`config.mk`:
```
export PLATFORM = sky130hd
export DESIGN_NAME = cpu86_mem_stress_shim
export DESIGN_NICKNAME = d
export VERILOG_FILES = /design/src/rtl/cpu86_tb_pkg.sv /design/src/rtl/cpu86_tb_delay_line.sv /design/src/rtl/cpu86_mem_stress_shim.sv
export SDC_FILE = /design/constraint.sdc
export NUM_CORES = 1
export LEC_CHECK = 0
export BUFFER_PORTS_ARGS = -buffer_cell sky130_fd_sc_hd__clkbuf_2
export CAP_MARGIN = 25
export CELL_PAD_IN_SITES_DETAIL_PLACEMENT = 1
export CELL_PAD_IN_SITES_GLOBAL_PLACEMENT = 1
export CORE_ASPECT_RATIO = 0.9
export CORE_MARGIN = 1.5
export CORE_UTILIZATION = 42
export CTS_CLUSTER_SIZE = 30
export DETAILED_ROUTE_END_ITERATION = 10
export MAX_ROUTING_LAYER = met4
export PLACE_DENSITY = 0.86
export SYNTH_ARGS = -nofsm -noshare
export SYNTH_HDL_FRONTEND = slang
export SYNTH_SLANG_ARGS = --single-unit
export TNS_END_PERCENT = 50
```
`constraint.sdc`:
```
create_clock -name clk -period 7.8 [get_ports clk]
set_input_delay 0.39 -clock clk [delete_from_list [all_inputs] [get_ports clk]]
set_output_delay 0.39 -clock clk [all_outputs]
set_load 0.005 [all_outputs]
```
`src/rtl/cpu86_tb_pkg.sv`:
```
// Shared constants and helpers for the cpu86 memory stress shim.
// Request-word field positions and the back-pressure LFSR step function.
package cpu86_tb_pkg;

    localparam logic [15:0] LFSR_TAPS   = 16'hB400;  // x^16+x^14+x^13+x^11+1, Galois form
    localparam int          REQ_WIDTH   = 64;
    localparam int          RES_WIDTH   = 32;
    localparam int          REQ_WE_POS  = 63;

    function automatic logic [15:0] lfsr_next(input logic [15:0] cur);
        return cur[0] ? ((cur >> 1) ^ LFSR_TAPS) : (cur >> 1);
    endfunction

endpackage

```
`src/rtl/cpu86_tb_delay_line.sv`:
```
// Valid/data shift register of DEPTH stages; DEPTH=0 degenerates to a wire.
// Shifts every cycle, so back-to-back beats keep their exact spacing.
module cpu86_tb_delay_line #(
    parameter int WIDTH = 32,
    parameter int DEPTH = 2
) (
    input  logic             clk,
    input  logic             reset,
    input  logic             in_valid,
    input  logic [WIDTH-1:0] in_data,
    output logic             out_valid,
    output logic [WIDTH-1:0] out_data
);

    generate
        if (DEPTH == 0) begin : g_pass
            assign out_valid = in_valid;
            assign out_data  = in_data;
        end else begin : g_shift
            logic [DEPTH-1:0] valid_q;
            logic [WIDTH-1:0] data_q [DEPTH];

            always_ff @(posedge clk) begin
                if (reset) begin
                    valid_q <= '0;
                    for (int i = 0; i < DEPTH; i++) begin
                        data_q[i] <= '0;
                    end
                end else begin
                    valid_q[0] <= in_valid;
                    data_q[0]  <= in_data;
                    for (int i = 1; i < DEPTH; i++) begin
                        valid_q[i] <= valid_q[i-1];
                        data_q[i]  <= data_q[i-1];
                    end
                end
            end

            assign out_valid = valid_q[DEPTH-1];
            assign out_data  = data_q[DEPTH-1];
        end
    endgenerate

endmodule

```
`src/rtl/cpu86_mem_stress_shim.sv`:
```
// Stress stage between the cpu86 memory master and the e8086 memory model:
// skid-buffered requests with LFSR back-pressure, fixed-latency read responses.
module cpu86_mem_stress_shim
    import cpu86_tb_pkg::*;
#(
    parameter int          RES_LATENCY     = 2,
    parameter int          MAX_OUTSTANDING = 4,
    parameter int          STALL_BITS      = 2,
    parameter logic [15:0] LFSR_SEED       = 16'hACE1,
    parameter int          REQ_WE_BIT      = REQ_WE_POS
) (
    input  logic                 clk,
    input  logic                 reset,
    input  logic                 stall_en,
    input  logic                 s_axis_req_tvalid,
    output logic                 s_axis_req_tready,
    input  logic [REQ_WIDTH-1:0] s_axis_req_tdata,
    output logic                 m_axis_req_tvalid,
    input  logic                 m_axis_req_tready,
    output logic [REQ_WIDTH-1:0] m_axis_req_tdata,
    input  logic                 s_axis_res_tvalid,
    input  logic [RES_WIDTH-1:0] s_axis_res_tdata,
    output logic                 m_axis_res_tvalid,
    output logic [RES_WIDTH-1:0] m_axis_res_tdata,
    output logic [3:0]           outstanding,
    output logic                 err_unexpected_res
);

    logic [15:0]          lfsr;
    logic                 stall;
    logic [REQ_WIDTH-1:0] skid_mem [2];
    logic                 rd_ptr;
    logic                 wr_ptr;
    logic [1:0]           skid_cnt;
    logic [3:0]           out_cnt;
    logic                 head_is_read;
    logic                 head_blocked;
    logic                 req_push;
    logic                 req_pop;
    logic                 fwd_read;
    logic                 res_valid_d;
    logic [RES_WIDTH-1:0] res_data_d;

    assign stall             = stall_en & (lfsr[STALL_BITS-1:0] == '0);
    assign s_axis_req_tready = !reset & !stall & (skid_cnt != 2'd2);

    // A read at the head waits for a free slot and holds back everything queued behind it.
    assign head_is_read      = !skid_mem[rd_ptr][REQ_WE_BIT];
    assign head_blocked      = head_is_read & (out_cnt == 4'(MAX_OUTSTANDING));
    assign m_axis_req_tvalid = !reset & (skid_cnt != 2'd0) & !head_blocked;
    assign m_axis_req_tdata  = reset ? '0 : skid_mem[rd_ptr];

    assign req_push = s_axis_req_tvalid & s_axis_req_tready;
    assign req_pop  = m_axis_req_tvalid & m_axis_req_tready;
    assign fwd_read = req_pop & head_is_read;

    cpu86_tb_delay_line #(
        .WIDTH (RES_WIDTH),
        .DEPTH (RES_LATENCY)
    ) u_res_delay (
        .clk       (clk),
        .reset     (reset),
        .in_valid  (s_axis_res_tvalid),
        .in_data   (s_axis_res_tdata),
        .out_valid (res_valid_d),
        .out_data  (res_data_d)
    );

    // Gated so a zero-latency pass-through cannot leak a response while in reset.
    assign m_axis_res_tvalid = !reset & res_valid_d;
    assign m_axis_res_tdata  = reset ? '0 : res_data_d;
    assign outstanding       = out_cnt;

    always_ff @(posedge clk) begin
        if (reset) begin
            lfsr               <= LFSR_SEED;
            skid_mem[0]        <= '0;
            skid_mem[1]        <= '0;
            rd_ptr             <= 1'b0;
            wr_ptr             <= 1'b0;
            skid_cnt           <= 2'd0;
            out_cnt            <= 4'd0;
            err_unexpected_res <= 1'b0;
        end else begin
            lfsr <= lfsr_next(lfsr);

            if (req_push) begin
                skid_mem[wr_ptr] <= s_axis_req_tdata;
                wr_ptr           <= !wr_ptr;
            end
            if (req_pop) begin
                rd_ptr <= !rd_ptr;
            end
            case ({req_push, req_pop})
                2'b10:   skid_cnt <= skid_cnt + 2'd1;
                2'b01:   skid_cnt <= skid_cnt - 2'd1;
                default: skid_cnt <= skid_cnt;
            endcase

            if (fwd_read && !m_axis_res_tvalid) begin
                out_cnt <= out_cnt + 4'd1;
            end else if (!fwd_read && m_axis_res_tvalid && out_cnt != 4'd0) begin
                out_cnt <= out_cnt - 4'd1;
            end

            if (s_axis_res_tvalid && out_cnt == 4'd0 && !fwd_read) begin
                err_unexpected_res <= 1'b1;
            end
        end
    end

endmodule

```
== After elaboration in Yosys (flattened, before gate mapping) ==
Memories as Yosys holds them, arrays and structs flattened. A register that Yosys moved wholly into a read port is not among the register bits.
Cells that the tools add are included.

* Register bits: 27
* Bits in latches: 0
* Bits in writable memories: 192
* ROM bits: 0
* Input bits: 102
* Output and inout port bits: 104
* Word-level logic and storage cells: 69
* Memories: 2

{| class="wikitable"
|+ Memories
! memory !! depth !! bits a word !! rd ports !! clocked after memory_dff !! wr ports !! line !! source
|-
| skid_mem || 2 || 64 || 1 || 1 || 2 || cpu86_mem_stress_shim.sv:31 || <nowiki>logic [REQ_WIDTH-1:0] skid_mem [2];</nowiki>
|-
| u_res_delay.g_shift.data_q || 2 || 32 || 2 || 0 || 2 || cpu86_tb_delay_line.sv:21 || <nowiki>logic [WIDTH-1:0] data_q [DEPTH];</nowiki>
|}

* Add/subtract/negate cells: 4
* Multiply operators: 0
* Div/mod/pow operators: 0
* $lt $le $gt $ge: 0
* Equal/unequal tests: 4
* Shift-type cells: 0
* Multiplexer cells: 19
* Bitwise gates (word level): 13
* Reductions and logical operators: 20

{| class="wikitable"
|+ Operator list
! operator !! count
|-
| 64-bit 2-to-1 mux || 2
|-
| 32-bit 2-to-1 mux || 3
|-
| 64-bit OR reduction || 1
|-
| 16-bit 2-to-1 mux || 1
|-
| 1-bit AND || 10
|-
| 1-bit 2-to-1 mux || 10
|-
| 1-bit logical NOT || 8
|-
| 4-bit 2-to-1 mux || 2
|-
| 2-bit nonzero test || 3
|-
| 1-bit logical AND || 5
|-
| 4-bit by 1-bit adder with 4-bit output (second input constant) || 1
|-
| 4-bit by 3-bit == test with 1-bit output (second input constant) || 1
|-
| 4-bit logical NOT || 1
|-
| 3-bit inverter with 4-bit output || 1
|-
| 2-bit case mux with 2 select lines || 1
|-
| 4-bit nonzero test || 1
|-
| 4-bit by 1-bit subtractor with 4-bit output (second input constant) || 1
|-
| 2-bit by 1-bit adder with 2-bit output (second input constant) || 1
|-
| 2-bit by 1-bit == test with 1-bit output (second input constant) || 1
|-
| 2-bit == test (second input constant) || 1
|-
| 2-bit logical NOT || 1
|-
| 2-bit inequality test (second input constant) || 1
|-
| 1-bit OR || 2
|-
| 2-bit by 1-bit subtractor with 2-bit output (second input constant) || 1
|}

== Logic depth before layout (Yosys ltp) ==
Gate-level depths: netlist (run 1).

* Word-level depth: 11
* Mapped depth: 9

== By module ==
A second synthesis (run 1) with hierarchy kept.

* Cells, all modules: 745
* Area total of the unflattened synthesis: 9108.7 sq um

{| class="wikitable"
|+ Modules (own cells, without submodules)
! module !! instances !! cells each !! area an instance (sq um)
|-
| cpu86_mem_stress_shim || 1 || 574 || 7071.8
|-
| cpu86_tb_delay_line || 1 || 171 || 2037.0
|}

== Least setup slack after synthesis (run 1) ==
OpenSTA, ideal clock, no wires.

* Kind: input to register
* Start: input port reset
* End: memory skid_mem[0][0] (enable)
* Library setup time: 0.575 ns
* Arrival time: 5.422 ns
* Path slack: 1.803 ns
* Stages on the path: 4
* Cell sequence: buf_2 > inv_2 > o2111ai_2 > o21ai_0

{| class="wikitable"
|+ RTL lines
! item !! line !! source
|-
| start, declared || cpu86_mem_stress_shim.sv:13 || <nowiki>input logic reset,</nowiki>
|-
| end, declared || cpu86_mem_stress_shim.sv:31 ||
|}

==> results_dict.tcl, run 1 <==
set metrics [dict create \
    status "completed" \
    syn_area_um2 8830 \
    start_kind "flop" \
    fillers 2195 \
    fin_crit_sh_pct 36.6 \
    rsz0062_at_grt "no" \
    hold_viol 0 \
    worstSetupPathType "reg -> out" \
    dieHeight_um 141 \
    ys_seq_area_share_pct 64.4 \
    cts.clk_slew.worst_paths_ps 60 \
    area_growth_pct 24.0 \
    clk_latency_ps 500 \
    synth_warnings 0 \
    detail_route.wl_per_cell_um 16.3 \
    drv_cap 0 \
    ant_nets 0 \
    cp_num_cells 4 \
    p_leak_nw 4.51 \
    grt_usage_pct 18.6 \
    hold_buffers 0 \
    cts_made_buffers 24 \
    dieArea_um2 21900 \
    tightest_slew_ps 1040 \
    stdcell_area_um2 10900 \
    pwr_density_cell_nw_per_um2 252 \
    grt_pass1_vias 6027 \
    antenna_found_initial 0 \
    core_area_um2 20700 \
    ys_seq_elements 220 \
    reg2reg_slack_ps 5060 \
    grt_pass1_wl_mm 31.2 \
    worst-r2r-cell-count 8 \
    drive_gt1_share_pct 28.6 \
    crit_slowest_cell "buf_4" \
    dr_total_vias 5709 \
    antenna_cells 0 \
    drt_drc_violations_left 0 \
    synth_area_leaders "edfxtp_1, dfxtp_1, and2_1, nor2b_1, mux2i_1" \
    drt-initial-drc-count 239 \
    synthArstFlopShare_pct 0 \
    hold_path_end "u_res_delay.g_shift.data_q[0][29]" \
    hp-class "in -> reg" \
    dp_hpwl_mm 12.6 \
    cpPeakStageDelay_ps 780 \
    overflow 0 \
    start_util_pct 42.6 \
    pin_count 206 \
    synthDistinctLibCells 47 \
    cts_buffer_depth 3 \
    syn_nets 820 \
    synth.top_cells.by_count "and2_1, edfxtp_1, nor2b_1, dfxtp_1, nor2_1" \
    cts_sinks 220 \
    port_buffers 205 \
    multi_input_area_um2 2980 \
    setup_viol 0 \
    worstReg2RegEnd "outstanding[3]" \
    crit_chain "buf_4, mux2i_1, nor2_1, clkbuf_2" \
    arrival_ps 2460 \
    hold_depth 2 \
    avgSynthCellArea_um2 12.4 \
    clock_skew_ps 7.93 \
    cts_tree "yes" \
    cts_resized 0 \
    synth_top_area_share_pct 43.5 \
    ir_drop_v 0.000176 \
    finalNetCount 1015 \
    synthCells 714 \
    yosys.area.top_type "edfxtp_1" \
    dpl_cell_area_um2 10100 \
    worst-path-buf-inv 2 \
    avgViaCountPerCell 4.71 \
    required_ps 7410 \
    synthFlopType "edfxtp_1" \
    fin_ws_ps 4950 \
    htree_levels 1 \
    final.setup.tns_ps 0 \
    wl_mm 19.7 \
    min_period_ps 2850 \
    synth-edff-count 128 \
    fp.dieW_um 156 \
    place.gp.congestion 0.761 \
    dr.pass1.iters 4 \
    root_buffer "clkbuf_16" \
    place_ws_ps 4690 \
    maxSlewHeadroom_pct 30.8 \
    path_max_fanout 59 \
    drv_slew 0 \
    hold_start "s_axis_res_tdata[29]" \
    postCtsSetupBuffers 0 \
    endpoint_kind "output pin" \
    ff_latch_area_um2 5690 \
    rows 50 \
    grt_max_degree 101 \
    cpLargestDelayFamily "buffers and inverters" \
    max_freq_ghz 0.350 \
]
-- state kept, by name (all words and copies together), names as in the netlist, named ones only --
signal	flops
err_unexpected_res	1
u_res_delay.g_shift.data_q	64
skid_cnt	2
wr_ptr	1
u_res_delay.g_shift.valid_q	2
rd_ptr	1
outstanding	4
skid_mem	128
lfsr	16
-- metal layers --
layer	part of all wire, %	wire (µm)	global-route usage, %	vias to the layer above
met3	5.9	1160	3.62	24
met2	50	9850	31.7	163
li1	-	-	-	2777
met4	1.7	337	4.01	0
met1	42	8390	22.9	2745
met5	0	0	-	-
-- how the worst max path moves through the flow --
stage | from | to
CTS | flop | m_axis_req_tdata[63]
detailed placement | reset | outstanding[3]
global route | flop | m_axis_req_tdata[63]
global placement | reset | skid_mem[1][19]
finish | flop | m_axis_req_tdata[63]
floorplan | reset | skid_mem[0][0]
-- cell type report --
type                       count  area share (%)
timing repair buffer         211            9.84
tap                          286            3.27
inverter                       7           0.240
clock inverter                11            1.22
multi-input combinational    445            27.2
clock buffer                  32            6.24
sequential                   220            52.0
-- power breakdown --
group / internal [mW] / total [mW] / switching, mW / leakage, nW
Clock: 0.716 / 1.17 / 0.451 / 0.402
Combinational: 0.116 / 0.259 / 0.142 / 2.01
Sequential: 1.30 / 1.34 / 0.0304 / 2.10
-- metrics by stage --
stage	utilization [%]	cells	hold WS (ps)	power (mW)
global route	52.8	1212	83.2	2.88
global placement	48.9	1169	393	1.61
CTS	52.8	1212	68.2	2.80
finish	52.8	1212	94.6	2.76
floorplan	-	714	389	1.52
detailed placement	48.9	1169	397	1.62
-- worst register-to-register path, stage by stage, from the launching register on --
cell,delay (ps)
dfxtp_4,410
mux2_4,360
nor4_2,390
nand2_1,190
ha_1,330
a21o_1,200
a211oi_1,310
mux2i_1,130
mux2_1,320
-- kinds of logic (layout without fill, tap and decap cells) --
group	Yosys count	count (layout)	share of synthesized area, %
xor+xnor	8	8	0.794
simple gates	339	339	21.9
mux	68	68	7.84
compound gates	26	26	2.11
fa+ha+maj	4	4	0.652
buf+inv	49	261	2.27
flops	220	220	64.4
-- layout by cell type (no fill, tap or decap), types with 4 or more instances in the layout --
master,instances
clkbuf_1,5
nor2_1,76
a31oi_1,5
clkbuf_16,26
xnor2_1,5
nor2b_1,107
clkbuf_2,204
mux2i_1,65
inv_1,6
buf_4,6
dfxtp_1,91
edfxtp_1,128
and2_1,128
nand3_1,4
or2_2,6
a21oi_1,4
nand2_1,4
(Power assumes the default switching activity.)
==> run 2, diff against run 1 <==
--- a/config.mk
+++ b/config.mk
@@ -5,17 +5,18 @@
 export SDC_FILE = /design/constraint.sdc
 export NUM_CORES = 1
 export LEC_CHECK = 0
+export ABC_AREA = 1
 export BUFFER_PORTS_ARGS = -buffer_cell sky130_fd_sc_hd__clkbuf_2
 export CAP_MARGIN = 25
 export CELL_PAD_IN_SITES_DETAIL_PLACEMENT = 1
 export CELL_PAD_IN_SITES_GLOBAL_PLACEMENT = 1
 export CORE_ASPECT_RATIO = 0.9
 export CORE_MARGIN = 1.5
-export CORE_UTILIZATION = 42
+export CORE_UTILIZATION = 37
 export CTS_CLUSTER_SIZE = 30
 export DETAILED_ROUTE_END_ITERATION = 10
 export MAX_ROUTING_LAYER = met4
-export PLACE_DENSITY = 0.86
+export PLACE_DENSITY = 0.83
 export SYNTH_ARGS = -nofsm -noshare
 export SYNTH_HDL_FRONTEND = slang
 export SYNTH_SLANG_ARGS = --single-unit
==> constraint.sdc (replaced) <==
create_clock -name clk -period 2.4 [get_ports clk]
set_input_delay 0.12 -clock clk [delete_from_list [all_inputs] [get_ports clk]]
set_output_delay 0.12 -clock clk [all_outputs]
set_load 0.005 [all_outputs]
==> run 2 against run 1 <==
Wire length rose by 31%. Critical endpoint is now m_axis_req_tdata[37]. Synthesized cell count rose by 32%. Final cell count rose by 29%. Critical path depth rose by 4. Combinational power rose to 3.7 times the previous value. Clock-buffer cell count rose by 7. Global-route usage rose by 2.2 points. Via count rose by 26%. Non-clock buffer count rose by 105. Design area rose by 11%. Largest power group unchanged.
==> results_dict.tcl, run 2 <==
set metrics [dict create \
    status "completed" \
    stdcell_count 1567 \
    cts_sinks 220 \
    reg_top3 "skid_mem: 128 flops, u_res_delay.g_shift.data_q: 64 flops, lfsr: 16 flops" \
    finalNetCount 1347 \
    dieArea_um2 25300 \
    cpPeakStageDelay_ps 550 \
    synth-edff-count 128 \
    synthArstFlopShare_pct 0 \
    crit_chain "dlygate4sd3_1, buf_4, inv_2, buf_4, buf_6, o21ai_0, nor2_1, clkbuf_2" \
    busiest_layer "met2" \
    required_ps 2280 \
    path_max_fanout 48 \
    synth.top_cells.by_count "nor2_1, inv_1, edfxtp_1, dfxtp_1, nor2_2" \
    tightest_slew_ps 880 \
    dp_hpwl_mm 14.1 \
    synthDistinctLibCells 26 \
    drv_cap 0 \
    arrival_ps 2150 \
    grt_pass1_wl_mm 39.7 \
    finalPower_mw 8.99 \
    postCtsSetupBuffers 0 \
    synth_warnings 0 \
    max_freq_ghz 0.440 \
    rsz0062_at_grt "no" \
    endpoint_kind "output pin" \
    yosysMostFrequentCell "nor2_1" \
    syn_area_um2 9020 \
    multi_input_area_um2 2390 \
    largest_reg_flops 128 \
    rows 54 \
    fillers 2754 \
    dieHeight_um 151 \
    synth_area_leaders "edfxtp_1, dfxtp_1, nor2_1, inv_1, nor2_2" \
    cts_made_buffers 25 \
    ff_latch_area_um2 5690 \
    start_kind "input port" \
    dp_cells 1421 \
    wl_mm 25.8 \
    use_met2_pct 37.4 \
    synthCells 945 \
    drv_slew 0 \
    dr_total_vias 7188 \
    p_leak_nw 5.73 \
    final_common_cell "nor2_1" \
    antenna_found_initial 2 \
    drive_gt1_share_pct 29.1 \
    met1_usage_pct 22.8 \
    clk_latency_ps 520 \
    setup_viol 0 \
    pin_count 206 \
    drt_drc_violations_left 0 \
    dr.pass1.iters 5 \
    synth_top_area_share_pct 42.6 \
    avgSynthCellArea_um2 9.55 \
    grt_usage_pct 20.7 \
    clock_skew_ps 15.4 \
    area_growth_pct 34.3 \
    syn_nets 1051 \
    start_util_pct 37.4 \
    top_register "skid_mem" \
    avgViaCountPerCell 4.59 \
    overflow 0 \
    min_period_ps 2270 \
    ant_nets 0 \
    synthFlopType "edfxtp_1" \
    crit_slowest_cell "dlygate4sd3_1" \
    htree_levels 1 \
    ys_seq_elements 220 \
    detail_route.wl_per_cell_um 16.5 \
    port_buffers 205 \
    hold_viol 0 \
    grt_pass1_vias 7597 \
    grt_max_degree 116 \
    yosys.area.top_type "edfxtp_1" \
    cts.clk_slew.worst_paths_ps 60 \
    final_cell_mix "nor2_1, clkbuf_2, inv_1" \
    worstSetupPathType "in -> out" \
    drt-initial-drc-count 434 \
    maxSlewHeadroom_pct 41.3 \
    fin_crit_sh_pct 94.7 \
    cts_tree "yes" \
    root_buffer "clkbuf_16" \
    place.gp.congestion 0.748 \
    met3_usage_pct 3.29 \
    hp-class "in -> reg" \
    cts_buffer_depth 3 \
    fp.dieW_um 168 \
    ir_drop_v 0.000479 \
    core_area_um2 24100 \
    ys_seq_area_share_pct 63.0 \
    crit_top_cell "buf_4" \
    pwr_density_cell_nw_per_um2 743 \
]
-- run 2: changes by cell type after synthesis, moves of 6 or more --
cell      change
a21oi_1       +7
and2_1      -128
buf_2         -8
buf_6        +11
clkbuf_1      +6
inv_1       +176
mux2i_1      -65
nand2_1      +13
nor2_1      +196
nor2_2       +87
nor2_4       +10
nor2b_1     -107
o21ai_0      +64
-- run 2: power breakdown --
group	switching, mW	total [mW]	internal [mW]
Sequential	0.0755	4.30	4.23
Clock	1.51	3.72	2.21
Combinational	0.580	0.969	0.389
-- run 2: timing repair --
item | CTS | global route
gates resized for setup | 0 | 3
hold buffers | 99 | 0
endpoints found under the setup margin | 0 | 19
endpoints found under the hold margin | 166 | 0
-- run 2: layout make-up --
type	instances	area share, %
flip-flops and latches	220	47.0
multi-input cells	493	19.8
repair buffers	316	17.8
well taps	308	3.18
inverters	185	5.73
diodes	2	0.0413
clock inverters	4	0.413
clock buffers	39	6.10
-- run 2: worst max-delay path: cells and delay by family --
kind	cells	cell delay [ps]
and+or+nand+nor	1	220
buffers and inverters	6	1610
AOI/OAI and AO/OA	1	180
-- run 2: logic make-up (layout without fill, tap and decap cells) --
| logic type | count (synthesis) | count (layout) | share of synthesized area [%] |
|---|---|---|---|
| other cells | 0 | 2 | 0 |
| flops | 220 | 220 | 63.0 |
| simple gates | 402 | 402 | 20.4 |
| fa+ha+maj | 4 | 4 | 0.638 |
| xor+xnor | 4 | 4 | 0.388 |
| buf+inv | 232 | 544 | 10.8 |
| compound gates | 83 | 83 | 4.83 |
-- run 2: path summary, 6_finish.rpt --
path,start,endpoint,cells after the start,slack [ps]
min,m_axis_req_tready,rd_ptr,4,40
max reg2reg,skid_cnt[0],outstanding[3],12,170
min reg2reg,u_res_delay.g_shift.data_q[0][6],u_res_delay.g_shift.data_q[0][38],2,400
max,reset,m_axis_req_tdata[37],8,130
-- run 2: layer usage --
metal,share of wire [%],vias to the layer above
li1,-,3455
met1,38,3463
met2,54,191
met3,3.5,79
met4,4.3,0
met5,0,-
-- run 2: per-stage QoR --
stage | area (µm²) | setup slack (ps) | utilization (%) | hold WS (ps) | TNS [ps]
detailed placement | 10300 | 196 | 42.6 | 320 | 0
finish | 12100 | 128 | 50.2 | 38.9 | 0
floorplan | 9020 | -412 | - | 227 | -26610
global placement | 10300 | 350 | 42.6 | 313 | 0
CTS | 12100 | 13.7 | 50.0 | 24.9 | 0
global route | 12100 | 2.36 | 50.2 | 80.1 | 0
